`src/rtl/fp_pkg.sv`:
```
`default_nettype none
// ==========================================================================
// fp_pkg -- shared binary32 field widths, constants and types (Rev 1.0)
// ==========================================================================
package fp_pkg;

  localparam int SIGN_W  = 1;
  localparam int EXP_W   = 8;
  localparam int MANT_W  = 23;
  localparam int BIAS    = 127;
  localparam int EXP_MAX = 255;
  localparam int SIG_W   = MANT_W + 4;

  localparam logic [31:0] QNAN    = 32'h7FC0_0000;
  localparam logic [31:0] POS_INF = 32'h7F80_0000;
  localparam logic [31:0] NEG_INF = 32'hFF80_0000;

  typedef enum logic [2:0] {
    IDLE  = 3'd0,
    ALIGN = 3'd1,
    ADD   = 3'd2,
    NORM  = 3'd3,
    ROUND = 3'd4,
    DONE  = 3'd5
  } state_t;

  typedef struct packed {
    logic [SIGN_W-1:0] sign;
    logic [EXP_W-1:0]  exp;
    logic [MANT_W-1:0] mant;
  } fp_t;

endpackage
`default_nettype wire

```
`src/rtl/fp_lzc.sv`:
```
`default_nettype none
// ==========================================================================
// fp_lzc -- combinational 27-bit leading-zero counter (27 for all-zero) (Rev 1.0)
// ==========================================================================
module fp_lzc
  import fp_pkg::*;
(
  input  logic [SIG_W-1:0] value,
  output logic [4:0]       count
);

  // Ascending scan: the highest set bit is the last one to write count.
  always_comb begin
    count = 5'd27;
    for (int i = 0; i < SIG_W; i++) begin
      if (value[i]) count = 5'(SIG_W - 1 - i);
    end
  end

endmodule
`default_nettype wire

```
`src/rtl/float_adder_subtractor.sv`:
```
`default_nettype none
// ==========================================================================
// float_adder_subtractor -- 6-state binary32 add/sub; FP_RNE_EN selects RNE over truncation
// Rev 1.0
// ==========================================================================
module float_adder_subtractor
  import fp_pkg::*;
(
  input  logic        clk,
  input  logic        rst_n,
  input  logic [31:0] inA,
  input  logic [31:0] inB,
  input  logic        op,
  input  logic        load,
  output logic [31:0] out,
  output logic        valid
);

`ifdef FP_RNE_EN
  localparam logic RNE_ON = 1'b1;
`else
  localparam logic RNE_ON = 1'b0;
`endif

  state_t           state_q, state_d;
  logic             load_q, load_d, armed_q, armed_d, op_q, op_d;
  logic [31:0]      a_q, a_d, b_q, b_d;
  logic             sign_q, sign_d, sub_q, sub_d, spec_q, spec_d, zero_q, zero_d;
  logic [31:0]      spec_val_q, spec_val_d, res_q, res_d, out_q, out_d;
  logic [9:0]       exp_q, exp_d;
  logic [SIG_W-1:0] big_q, big_d, small_q, small_d, norm_q, norm_d;
  logic [SIG_W:0]   sum_q, sum_d;
  logic             valid_q, valid_d;
  logic             accept;

  fp_t              fa, fb;
  logic             sb_eff, a_ge, a_nan, b_nan, a_inf, b_inf, a_zero, b_zero;
  logic [EXP_W-1:0] big_exp, small_exp, exp_diff;
  logic [4:0]       shamt, lz;
  logic [SIG_W-1:0] small_sig, lost;
  logic             rnd_up;
  logic [24:0]      mant_r;
  logic [9:0]       exp_r;
  logic [31:0]      ovf_val;

  assign fa       = fp_t'(a_q);
  assign fb       = fp_t'(b_q);
  assign sb_eff   = fb.sign ^ op_q;
  assign a_ge     = a_q[30:0] >= b_q[30:0];
  assign a_nan    = (fa.exp == 8'hFF) && (fa.mant != '0);
  assign b_nan    = (fb.exp == 8'hFF) && (fb.mant != '0);
  assign a_inf    = (fa.exp == 8'hFF) && (fa.mant == '0);
  assign b_inf    = (fb.exp == 8'hFF) && (fb.mant == '0);
  assign a_zero   = (fa.exp == '0);
  assign b_zero   = (fb.exp == '0);

  assign big_exp   = a_ge ? fa.exp : fb.exp;
  assign small_exp = a_ge ? fb.exp : fa.exp;
  assign exp_diff  = big_exp - small_exp;
  assign shamt     = (exp_diff > 8'd26) ? 5'd26 : exp_diff[4:0];
  assign small_sig = {1'b1, (a_ge ? fb.mant : fa.mant), 3'b000};
  // Bits pushed below the sticky position collapse into the sticky lsb.
  assign lost      = small_sig & ~({SIG_W{1'b1}} << shamt);

  fp_lzc u_lzc (
    .value (sum_q[SIG_W-1:0]),
    .count (lz)
  );

  assign rnd_up  = RNE_ON & norm_q[2] & (norm_q[3] | norm_q[1] | norm_q[0]);
  assign mant_r  = {1'b0, norm_q[SIG_W-1:3]} + {24'b0, rnd_up};
  assign exp_r   = exp_q + {9'b0, mant_r[24]};
  assign ovf_val = RNE_ON ? {sign_q, POS_INF[30:0]} : {sign_q, 31'h7F7F_FFFF};

  always_comb begin
    state_d    = state_q;
    load_d     = load;
    armed_d    = armed_q | ~load;
    a_d        = a_q;
    b_d        = b_q;
    op_d       = op_q;
    sign_d     = sign_q;
    sub_d      = sub_q;
    spec_d     = spec_q;
    spec_val_d = spec_val_q;
    exp_d      = exp_q;
    big_d      = big_q;
    small_d    = small_q;
    sum_d      = sum_q;
    norm_d     = norm_q;
    zero_d     = zero_q;
    res_d      = res_q;
    out_d      = out_q;
    valid_d    = valid_q;
    accept     = load & ~load_q & armed_q & ((state_q == IDLE) || (state_q == DONE));

    case (state_q)
      ALIGN: begin
        sign_d     = a_ge ? fa.sign : sb_eff;
        sub_d      = fa.sign ^ sb_eff;
        exp_d      = {2'b00, big_exp};
        big_d      = {1'b1, (a_ge ? fa.mant : fb.mant), 3'b000};
        small_d    = (small_sig >> shamt) | {{(SIG_W-1){1'b0}}, |lost};
        spec_d     = 1'b1;
        spec_val_d = '0;
        if (a_nan || b_nan || (a_inf && b_inf && (fa.sign != sb_eff))) spec_val_d = QNAN;
        else if (a_inf)              spec_val_d = fa.sign ? NEG_INF : POS_INF;
        else if (b_inf)              spec_val_d = sb_eff ? NEG_INF : POS_INF;
        else if (a_zero && b_zero)   spec_val_d = {fa.sign & sb_eff, 31'b0};
        else if (a_zero)             spec_val_d = {sb_eff, b_q[30:0]};
        else if (b_zero)             spec_val_d = a_q;
        else                         spec_d     = 1'b0;
        state_d = ADD;
      end
      ADD: begin
        sum_d   = sub_q ? ({1'b0, big_q} - {1'b0, small_q}) : ({1'b0, big_q} + {1'b0, small_q});
        state_d = NORM;
      end
      NORM: begin
        zero_d = (sum_q == '0);
        if (sum_q[SIG_W]) begin
          norm_d = {sum_q[SIG_W:2], sum_q[1] | sum_q[0]};
          exp_d  = exp_q + 10'd1;
        end else begin
          norm_d = sum_q[SIG_W-1:0] << lz;
          exp_d  = exp_q - {5'b0, lz};
        end
        state_d = ROUND;
      end
      ROUND: begin
        if (spec_q)                          res_d = spec_val_q;
        else if (zero_q)                     res_d = '0;
        else if (exp_r[9] || exp_r == '0)    res_d = {sign_q, 31'b0};
        else if (exp_r >= 10'(EXP_MAX))      res_d = ovf_val;
        else res_d = {sign_q, exp_r[7:0], (mant_r[24] ? mant_r[23:1] : mant_r[22:0])};
        state_d = DONE;
      end
      DONE: begin
        valid_d = 1'b1;
        out_d   = res_q;
      end
      default: state_d = IDLE;
    endcase

    if (accept) begin
      state_d = ALIGN;
      a_d     = inA;
      b_d     = inB;
      op_d    = op;
      valid_d = 1'b0;
    end
  end

  always_ff @(posedge clk or negedge rst_n) begin
    if (!rst_n) begin
      state_q    <= IDLE;
      load_q     <= 1'b0;
      armed_q    <= 1'b0;
      a_q        <= '0;
      b_q        <= '0;
      op_q       <= 1'b0;
      sign_q     <= 1'b0;
      sub_q      <= 1'b0;
      spec_q     <= 1'b0;
      spec_val_q <= '0;
      exp_q      <= '0;
      big_q      <= '0;
      small_q    <= '0;
      sum_q      <= '0;
      norm_q     <= '0;
      zero_q     <= 1'b0;
      res_q      <= '0;
      out_q      <= '0;
      valid_q    <= 1'b0;
    end else begin
      state_q    <= state_d;
      load_q     <= load_d;
      armed_q    <= armed_d;
      a_q        <= a_d;
      b_q        <= b_d;
      op_q       <= op_d;
      sign_q     <= sign_d;
      sub_q      <= sub_d;
      spec_q     <= spec_d;
      spec_val_q <= spec_val_d;
      exp_q      <= exp_d;
      big_q      <= big_d;
      small_q    <= small_d;
      sum_q      <= sum_d;
      norm_q     <= norm_d;
      zero_q     <= zero_d;
      res_q      <= res_d;
      out_q      <= out_d;
      valid_q    <= valid_d;
    end
  end

  assign out   = out_q;
  assign valid = valid_q;

endmodule
`default_nettype wire

```
`config.mk`:
```
export PLATFORM = sky130hd
export DESIGN_NAME = float_adder_subtractor
export DESIGN_NICKNAME = d
export VERILOG_FILES = /design/src/rtl/fp_pkg.sv /design/src/rtl/fp_lzc.sv /design/src/rtl/float_adder_subtractor.sv
export SDC_FILE = /design/constraint.sdc
export NUM_CORES = 1
export LEC_CHECK = 0
export BUFFER_PORTS_ARGS = -buffer_cell sky130_fd_sc_hd__buf_2
export CAP_MARGIN = 5
export CORE_MARGIN = 10
export CORE_UTILIZATION = 40
export CTS_BUF_LIST = sky130_fd_sc_hd__clkbuf_2 sky130_fd_sc_hd__clkbuf_4 sky130_fd_sc_hd__clkbuf_8
export CTS_CLUSTER_DIAMETER = 100
export DETAILED_ROUTE_END_ITERATION = 8
export PLACE_DENSITY_LB_ADDON = 0.05
export SYNTH_ARGS = -nofsm -noshare
export SYNTH_HDL_FRONTEND = slang
export SYNTH_SLANG_ARGS = --single-unit
```
`constraint.sdc`:
```
create_clock -name clk -period 4.6 [get_ports clk]
set_input_delay 0.23 -clock clk [delete_from_list [all_inputs] [get_ports clk]]
set_output_delay 0.23 -clock clk [all_outputs]
set_load 0.005 [all_outputs]
```
==> results.tsv <==
stage	metric	value	unit
status	status	complete, but fails checks	
status	failed_checks	negative setup slack	
setup_path	reg2reg_from	a_q[13]	
flow_run	cap_viol_max_count	0	
clock_network	cts.path.max_buffers	3	
grt	grt.overflow.total	0	
cells_and_area	finalNetCount	2831	
logic_synthesis	async_flop_share	100	%
logic_synthesis	ys_seq_area_share	36.8	%
timing	fmax	0.200	GHz
setup_path	ff2ff_setup_slack	-0.41	ns
placement	port_buffers	100	
setup_path	crit_arrival	5.54	ns
timing	fin_skew	0.0496	ns
grt	grt_pass1_vias	19200	
logic_synthesis	synth_fp_nets	2388	
logic_synthesis	synth.most_common_cell	dfrtp_1	
setup_path	start_kind	flip-flop	
cells_and_area	fill_cells	4546	
floorplanning	core	47600	µm²
logic_synthesis	netlist_top_cells_area	dfrtp_1 37%, mux2_2 6.5%, ha_1 6.0%	
setup_path	reg2reg_to	small_q[0]	
clock_network	path_clk_slew	0.06	ns
placement	place_inst	3120	
floorplanning	die-area	57400	µm²
grt	grt_max_degree	105	
cells_and_area	final_area	25800	µm²
timing	max_slew_margin	30.6	%
setup_path	crit_type	flip-flop to flip-flop	
drt	num_vias	19200	
logic_synthesis	ys_types	100	
timing	fin_setup_tns	-6.38	ns
hold_path	hold_class	input port to async pin	
logic_synthesis	synth_cells	2225	
logic_synthesis	ys_warn_count	0	
logic_synthesis	ys_ff_latch	283	
clock_network	cts_tree	built	
cells_and_area	fin_util	54.2	%
timing	slew_violations	0	
logic_synthesis	synth_top_area_share	36.8	%
clock_network	cts_root_buf	clkbuf_8	
logic_synthesis	syn_area	19300	µm²
floorplanning	start_util	40.4	%
setup_path	required	5.13	ns
drt	routed_wirelength	77.7	mm
drt	ant_nets	0	
drt	avgViaCountPerCell	5.76	
cells_and_area	drive_gt1_share	31.2	%
clock_network	cts_buffers	52	
timing	hold_viol	0	
drt	dr.first_iter.drc_count	1643	
drt	drc_errors	0	
floorplanning	io_pins	101	
timing	worst_slack	-0.409	ns
setup_path	path_max_fanout	6	
grt	antenna_found_initial	2	
placement	routabilityCongestion	0.941	
timing	rsz0062_at_grt	yes	
placement	hpwl	58.5	mm
cells_and_area	layoutNonFillerInstCount	3328	
setup_path	cp-end-kind	flip-flop	
logic_synthesis	ys.flop_type	dfrtp_1	
placement	place_area	22600	µm²
logic_synthesis	avgSynthCellArea	8.66	µm²
logic_synthesis	synthTopCellsByCount	283 x dfrtp_1, 253 x nand2_1, 222 x nor2_1	
clock_network	clock_latency	0.67	ns
clock_network	htreeDepth	2	
floorplanning	dieHeight	239	µm
timing	period_share	109	%
setup_path	worstRegToRegCells	22	
drt	dr.pass1.iters	5	
logic_synthesis	synth_edf_count	0	
grt	grt_usage	26.9	%
drt	wl_per_cell	23.3	µm
floorplanning	fp.dieW	239	µm
timing	finalCriticalPeriod	5.01	ns
clock_network	clock_sinks	283	
logic_synthesis	synth_top_area_cell	dfrtp_1	
timing	final-setup-viol-count	23	
cells_and_area	syn_to_final_growth	34.0	%
timing	worst_pin_slew	1.04	ns
grt	grt_pass1_wl	118	mm
floorplanning	fp-row-count	80	
-- logic make-up (layout without fill, tap and decap cells) --
family	after synthesis	in the layout	share of synthesized area [%]
AOI/OAI and AO/OA	681	681	23.1
xor gates and xnor gates	33	33	1.50
adders and majority gates	96	96	6.30
buffers and inverters	254	740	5.16
DFF	283	283	36.8
muxes	170	170	10.4
other	0	2	0
and+or+nand+nor	708	708	16.8
-- registers in the layout (all words and copies together), names as in the netlist --
register    count
state_q         3
sub_q           1
spec_val_q     32
zero_q          1
res_q          32
spec_q          1
out            32
op_q            1
norm_q         23
exp_q          10
load_q          1
sum_q          28
big_q          24
valid           1
small_q        27
a_q            32
armed_q         1
b_q            32
sign_q          1
-- worst max-delay path by stage --
stage,start,endpoint,cells after the start
2_1_floorplan,b_q[21],small_q[0],22
3_3_place_gp,b_q[17],small_q[2],21
3_5_place_dp,b_q[17],small_q[2],21
4_1_cts,a_q[11],small_q[0],21
5_1_grt,b_q[14],small_q[0],24
6_report,a_q[13],small_q[0],22
-- layer usage --
layer	routed length [µm]	vias to the layer above	share of wire [%]	GRT usage (%)
li1	-	8997	-	-
met1	33900	9437	44	34.7
met2	37000	594	48	44.8
met3	3840	154	4.9	3.56
met4	2960	0	3.8	10.7
met5	0	-	0	0
-- cell usage in the layout, fill, tap and decap left out, drive strengths merged, types with 76 or more instances in the layout --
master and instances:
a21oi 152, a31oi 76, buf 455, clkbuf 79
dfrtp 283, ha 93, inv 123, mux2 112
nand2 254, nor2 223, o21ai 199
-- critical path, cell delays in order (launching register included) --
cell      delay (ns)
dfrtp_1         0.41
ha_4            0.29
nand4_1         0.18
nor3_4          0.33
buf_6           0.14
a311oi_4        0.10
buf_4           0.17
a21oi_4         0.16
buf_6           0.14
a21oi_4         0.04
buf_6           0.13
o31a_1          0.30
a32o_2          0.29
or4_4           0.54
o21ai_4         0.12
nor3_4          0.07
buf_6           0.15
buf_4           0.15
a21o_1          0.16
o22a_1          0.20
nand2_1         0.06
or4b_1          0.43
o32a_1          0.29
-- layout make-up --
type	instances	area, µm²	area share [%]
multi-input cells	1688	12200	47.1
clock inverters	18	272	1.05
inverters	121	454	1.76
clock buffers	79	1020	3.94
flip-flops and latches	283	7080	27.4
well taps	615	769	2.98
repair buffers	522	4050	15.7
diodes	2	5.00	0.0194
-- per-stage QoR --
stage	hold slack, ns	worst slack, ns
6_report	0.173	-0.409
5_1_grt	0.263	-0.620
4_1_cts	0.193	-0.380
3_5_place_dp	0.331	-0.606
3_3_place_gp	0.331	-0.573
2_1_floorplan	-0.0656	-0.208
-- repair_timing --
item                                    4_1_cts  5_1_grt
endpoints found under the setup margin       25       30
hold buffers                                 67        0
gates cloned                                  1        0
buffers inserted                             33       16
pin swaps                                    54       41
endpoints found under the hold margin       168        0
resized for setup                           152       62
Power is left out: the tool's default activity adds up to more than one toggle a clock period on the data nets, which glitch-free logic cannot reach.
